==> src/rtl/scope_acq.sv <==
// Scope acquisition controller: frames the sample stream as pre-trigger, armed and post-trigger phases.
// Optional SCOPE_ACQ_TIMESTAMP_EN adds a free-running cycle counter latched into sts_tsp on trigger accept.
module scope_acq #(
    parameter int DWI = 14,
    parameter int CW  = 32
) (
    input  logic           clk,
    input  logic           rst,
    input  logic           ctl_rst,
    input  logic           ctl_acq,
    input  logic           ctl_stp,
    input  logic [CW-1:0]  cfg_pre,
    input  logic [CW-1:0]  cfg_pst,
    input  logic           trg,
    output logic           sts_acq,
    output logic           sts_arm,
    output logic           sts_trg,
    output logic [CW-1:0]  sts_pre,
    output logic [CW-1:0]  sts_pst,
    input  logic [DWI-1:0] sti_tdata,
    input  logic           sti_tvalid,
    output logic           sti_tready,
    output logic [DWI-1:0] sto_tdata,
    output logic           sto_tvalid,
    input  logic           sto_tready,
    output logic           sto_tlast
`ifdef SCOPE_ACQ_TIMESTAMP_EN
    ,
    output logic [63:0]    sts_tsp
`endif
);

    typedef enum logic [1:0] {S_IDLE, S_PRE, S_ARM, S_POST} state_t;

    state_t         state_q, state_d;
    logic [CW-1:0]  pre_q, pre_d, pst_q, pst_d;
    logic           trg_q, trg_d;
    logic [DWI-1:0] tdata_q, tdata_d;
    logic           tvalid_q, tvalid_d, tlast_q, tlast_d;

    logic           clr, xi, active, fin, trg_acc;
    logic [CW:0]    pre_sum, pst_sum;
    logic [CW-1:0]  pst_lim;

    assign clr        = rst | ctl_rst;
    assign sti_tready = ~tvalid_q | sto_tready;
    assign xi         = sti_tvalid & sti_tready;
    assign active     = (state_q != S_IDLE);
    assign pre_sum    = {1'b0, pre_q} + {{CW{1'b0}}, xi};
    assign pst_sum    = {1'b0, pst_q} + {{CW{1'b0}}, xi};
    // A post count of zero still frames one sample so TLAST always appears.
    assign pst_lim    = (cfg_pst == '0) ? {{(CW-1){1'b0}}, 1'b1} : cfg_pst;
    assign fin        = (state_q == S_POST) & xi & ~ctl_stp & (pst_sum >= {1'b0, pst_lim});
    assign trg_acc    = (state_q == S_ARM) & trg & ~ctl_stp;

    always_comb begin
        state_d  = state_q;
        pre_d    = pre_q;
        pst_d    = pst_q;
        trg_d    = trg_acc;
        tdata_d  = tdata_q;
        tvalid_d = tvalid_q;
        tlast_d  = tlast_q;

        if (active && !(&pre_q))
            pre_d = pre_sum[CW-1:0];

        case (state_q)
            S_IDLE: begin
                if (ctl_acq && !ctl_stp) begin
                    pre_d   = '0;
                    pst_d   = '0;
                    state_d = (cfg_pre == '0) ? S_ARM : S_PRE;
                end
            end
            S_PRE: begin
                if (pre_sum >= {1'b0, cfg_pre})
                    state_d = S_ARM;
            end
            S_ARM: begin
                if (trg)
                    state_d = S_POST;
            end
            S_POST: begin
                pst_d = pst_sum[CW-1:0];
                if (fin)
                    state_d = S_IDLE;
            end
            default: state_d = S_IDLE;
        endcase

        // Stop overrides every transition; the registered word is left to drain.
        if (active && ctl_stp)
            state_d = S_IDLE;

        if (xi) begin
            tdata_d  = sti_tdata;
            tvalid_d = active;
            tlast_d  = fin;
        end else if (sto_tready) begin
            tvalid_d = 1'b0;
        end
    end

    always_ff @(posedge clk) begin
        if (clr) begin
            state_q  <= S_IDLE;
            pre_q    <= '0;
            pst_q    <= '0;
            trg_q    <= 1'b0;
            tdata_q  <= '0;
            tvalid_q <= 1'b0;
            tlast_q  <= 1'b0;
        end else begin
            state_q  <= state_d;
            pre_q    <= pre_d;
            pst_q    <= pst_d;
            trg_q    <= trg_d;
            tdata_q  <= tdata_d;
            tvalid_q <= tvalid_d;
            tlast_q  <= tlast_d;
        end
    end

    assign sts_acq    = active;
    assign sts_arm    = (state_q == S_ARM);
    assign sts_trg    = trg_q;
    assign sts_pre    = pre_q;
    assign sts_pst    = pst_q;
    assign sto_tdata  = tdata_q;
    assign sto_tvalid = tvalid_q;
    assign sto_tlast  = tlast_q;

`ifdef SCOPE_ACQ_TIMESTAMP_EN
    logic [63:0] cyc_q, cyc_d, tsp_q, tsp_d;

    always_comb begin
        cyc_d = cyc_q + 64'd1;
        tsp_d = trg_acc ? cyc_q : tsp_q;
    end

    always_ff @(posedge clk) begin
        if (clr) begin
            cyc_q <= '0;
            tsp_q <= '0;
        end else begin
            cyc_q <= cyc_d;
            tsp_q <= tsp_d;
        end
    end

    assign sts_tsp = tsp_q;
`endif

endmodule
==> config.mk <==
export PLATFORM = sky130hd
export DESIGN_NAME = scope_acq
export DESIGN_NICKNAME = d
export VERILOG_FILES = /design/src/rtl/scope_acq.sv
export SDC_FILE = /design/constraint.sdc
export NUM_CORES = 1
export LEC_CHECK = 0
export CORE_MARGIN = 8
export CORE_UTILIZATION = 45
export DETAILED_ROUTE_END_ITERATION = 6
export PLACE_DENSITY = 0.78
export REMOVE_ABC_BUFFERS = 1
export SYNTH_ARGS = -nofsm -noshare
export SYNTH_HDL_FRONTEND = slang
export SYNTH_SLANG_ARGS = --single-unit
==> constraint.sdc <==
create_clock -name clk -period 4.7 [get_ports clk]
set_clock_uncertainty 0.2 [all_clocks]
set_input_delay 0.705 -clock clk [delete_from_list [all_inputs] [get_ports clk]]
set_output_delay 0.705 -clock clk [all_outputs]
set_load 0.01 [all_outputs]
==> results.md <==
* CTS tree: done
* Worst-path maximum fanout at 6
* Worst Hold End: sto_tdata[10]
* Pleak at approximately 0.0037 uW
* Vias in the first global route at about 6,500
* Number of cell rows at 43
* Horiz. Die Dim at about 130 microns
* H-tree levels at 3
* Post-route cell area at 0.00884 sq mm
* Dpl cell area at 0.00848 sq mm
* Dpl cells at approximately 1,200
* Synthesized instance count at 822
* Layout Cells excl Fill at 1,217
* Max VDD drop at 0.149 mV
* First-pass GRT wire length at between 30,000 and 40,000 microns
* CTS Sinks at between 80 and 90
* Via density per instance at 5.41
* FFs w/ async S/R, synth at 0%
* CP Data Arrival Time at between 4 and 5 ns
* Clk buf depth at 2
* FF+latch count, synth at 83
* Initial antenna violation count at 0
* Worst reg2reg setup slack at 0.83 ns
* Seq/Total Area, Yosys at 26.6%
* Vias at 6,585
* Fraction of layout cells with a size suffix above 1 at roughly a tenth
* Reg2reg start: sto_tvalid
* Worst slew pin tran at ~1.3 ns
* Hold Buf Count CTS at 0
* I/O Buffers at between 150 and 200
* Worst path slowest cell: clkdlybuf4s50_1
* Tcrit/Tclk final at 93.6%
* Status: completed
* Avg WL per Cell at ~16 microns
* Area Growth Syn to Fin at 41.3%
* Placeable core region at 0.0137 sq mm
* Worst R2R Path Depth at 21
* Crit path max-delay family: simple AND/OR/NAND/NOR gates
* CTS clk-pin slew, worst paths at 0.07 ns
* Clk root buf: clkbuf_16
* Drt first-iter violations at between 400 and 500
* Worst Hold Class: reg2reg
* Netlist cell types at 53
* Slew Limit Fails at 0
* Pwr dens at 188 mW/mm^2
* Layout net count at 1,190
* Syn Area/Cell at between 7 and 8 sq um
* Critical Path Sink Type: register
* Worst-Skew Late Latency at 0.35 ns
* Min Tclk post-route at around 4.4 ns
* Die height at between 100 and 150 microns
* IO Count at 170
* Worst endpoint required time at 4.78 ns
* Hold Startpoint: sto_tdata[10]
* R2r endpoint: state_q[1]
* Worst path most repeated cell: nand3_1
* Final wirelength at 19,900 microns
* RSZ-0062 raised after global routing: no
* Cell area after synthesis at 0.00626 sq mm
* Worst Hold Path Cells at 2
* CTS Buf Count at 9
* Final setup fails at 0
* DRC at 0
* Die ar. at 0.0179 sq mm
* Overall routing resource usage at 22.0%
* RePlAce Congestion at roughly 1
* Relative slew slack at 13.8%
* Post-route ant nets at 0
* Startpoint types: input pin
* CP max stage delay at between 0.4 and 0.5 ns
* Largest net degree at the start of global routing at between 50 and 60
* CP Buf/Inv Count at 5
* GR Overflow Total at 0
* Pre-antenna DRT Iters at 6
* Critical path class: in2reg
* Hold Vio Cnt, Final at 0
* Hpwl dp at 15,500 microns
* Post-synth EDFFs at 0
* Syn. warnings at 0
* Main synth FF type: dfxtp_1
* Number of diodes at 0
* Critical Path, Cell by Cell: clkdlybuf4s50_1, nand2b_1, nand2_1, inv_4, ha_1, buf_4, nand2_1, nor4_1, buf_4, nand3_1, nor3_2, buf_4, nand3_1, xnor2_1, ha_1, nand3_1, nor2_1, nand4_1, nand3_1, o21ai_0, a221oi_2, mux2i_1
* Max-Cap Viols at 0
* Max Fclk at ~230 MHz
* Initial core utilization at 45.6%
state kept, by name, summed over array words and instances, names as in the netlist:
register / count
sts_pre: 32
sts_pst: 32
sto_tlast: 1
sto_tdata: 14
sts_trg: 1
state_q: 2
sto_tvalid: 1
worst reg2reg max path: cells and delay by family (launching register included):
kind / cells / cell delay, ns
AND/OR/NAND/NOR: 11 / 1.35
buffers and inverters: 4 / 0.62
adder cells (fa/ha/maj): 2 / 0.47
AO/OA/AOI/OAI: 2 / 0.43
flip-flops: 1 / 0.31
multiplexers: 1 / 0.24
XOR/XNOR: 1 / 0.16
cell families after synthesis:
| family | Yosys count | synth area share [%] |
|---|---|---|
| multiplexers | 2 | 0.320 |
| AND/OR/NAND/NOR | 335 | 27.3 |
| buffers and inverters | 105 | 6.60 |
| adder cells (fa/ha/maj) | 72 | 14.4 |
| AO/OA/AOI/OAI | 143 | 13.4 |
| XOR/XNOR | 82 | 11.5 |
| flip-flops | 83 | 26.6 |
how the worst max path moves through the flow:
stage / cells past startpoint / slack (ns) / to / start
after floorplan: 19 / -0.26 / state_q[0] / sto_tready
after global placement: 21 / -0.23 / state_q[1] / sto_tready
after detailed placement: 21 / -0.38 / state_q[1] / sto_tready
after CTS: 21 / 0.05 / state_q[1] / sto_tready
after global routing: 22 / 0.03 / state_q[1] / sto_tready
final: 22 / 0.30 / state_q[1] / sto_tready
timing repair:
item / CTS / global route
pin swaps: 0 / 4
resized for setup: 1 / 8
setup endpoints to repair: 2 / 3
buffers inserted: 0 / 3
stage by stage:
stage                     setup TNS [ns]  util (%)  hold WS (ns)  setup slack [ns]  power [uW]
after floorplan                   -0.514         -         0.268            -0.257         803
after global placement            -0.476      61.8         0.242            -0.233         929
after detailed placement          -0.769      61.8         0.248            -0.378         932
after CTS                              0      64.0         0.256            0.0540        1680
after global routing                   0      64.5         0.271            0.0291        1720
final                                  0      64.5         0.252             0.303        1660
synthesized netlist by cell type, types with 10 or more instances:
master	count	area share, %
a21oi_1	65	5.2
a22oi_1	17	2.0
nand3_1	32	2.6
or3_1	15	1.5
clkbuf_1	24	1.4
a21o_1	10	1.2
ha_1	72	14
dfxtp_1	83	27
xnor2_1	49	6.9
o21ai_0	33	2.6
xor2_1	33	4.6
inv_1	76	4.6
nor2_1	84	5.0
nor4_1	21	2.1
nand4_1	32	3.2
nor3_1	18	1.4
nand2_1	84	5.0
cell type report:
cell class                      count  area [sq um]
Timing Repair Buffer              228          2130
Inverter                           76           288
Multi-Input combinational cell    634          4230
Fill cell                        1187          4880
Sequential cell                    83          1660
Tap cell                          180           225
Clock inverter                      6          72.6
Clock buffer                       10           229
power breakdown:
part | switching [uW] | internal, uW
Combinational | 99.6 | 111
Clock | 324 | 420
Sequential | 2.46 | 707
layout by cell type, fill, tap and decap left out, types with 10 or more instances in the layout:
cell type,n
ha_1,72
a22oi_1,17
buf_4,59
clkdlybuf4s50_1,169
nand2_1,84
a21o_1,10
nor4_1,18
inv_1,75
nand3_1,32
nand4_1,32
a21oi_1,63
xor2_1,33
dfxtp_1,83
o21ai_0,33
nor3_1,17
xnor2_1,49
nor2_1,84
or3_1,15
metal layers:
metal,track usage [%],vias to the layer above,part of all wire [%]
li1,-,3287,-
met1,25.1,3042,41
met2,37.6,211,48
met3,6.62,45,7.9
met4,8.86,0,2.8
met5,0,-,0
Note: power is estimated with default switching activity, not from simulation.
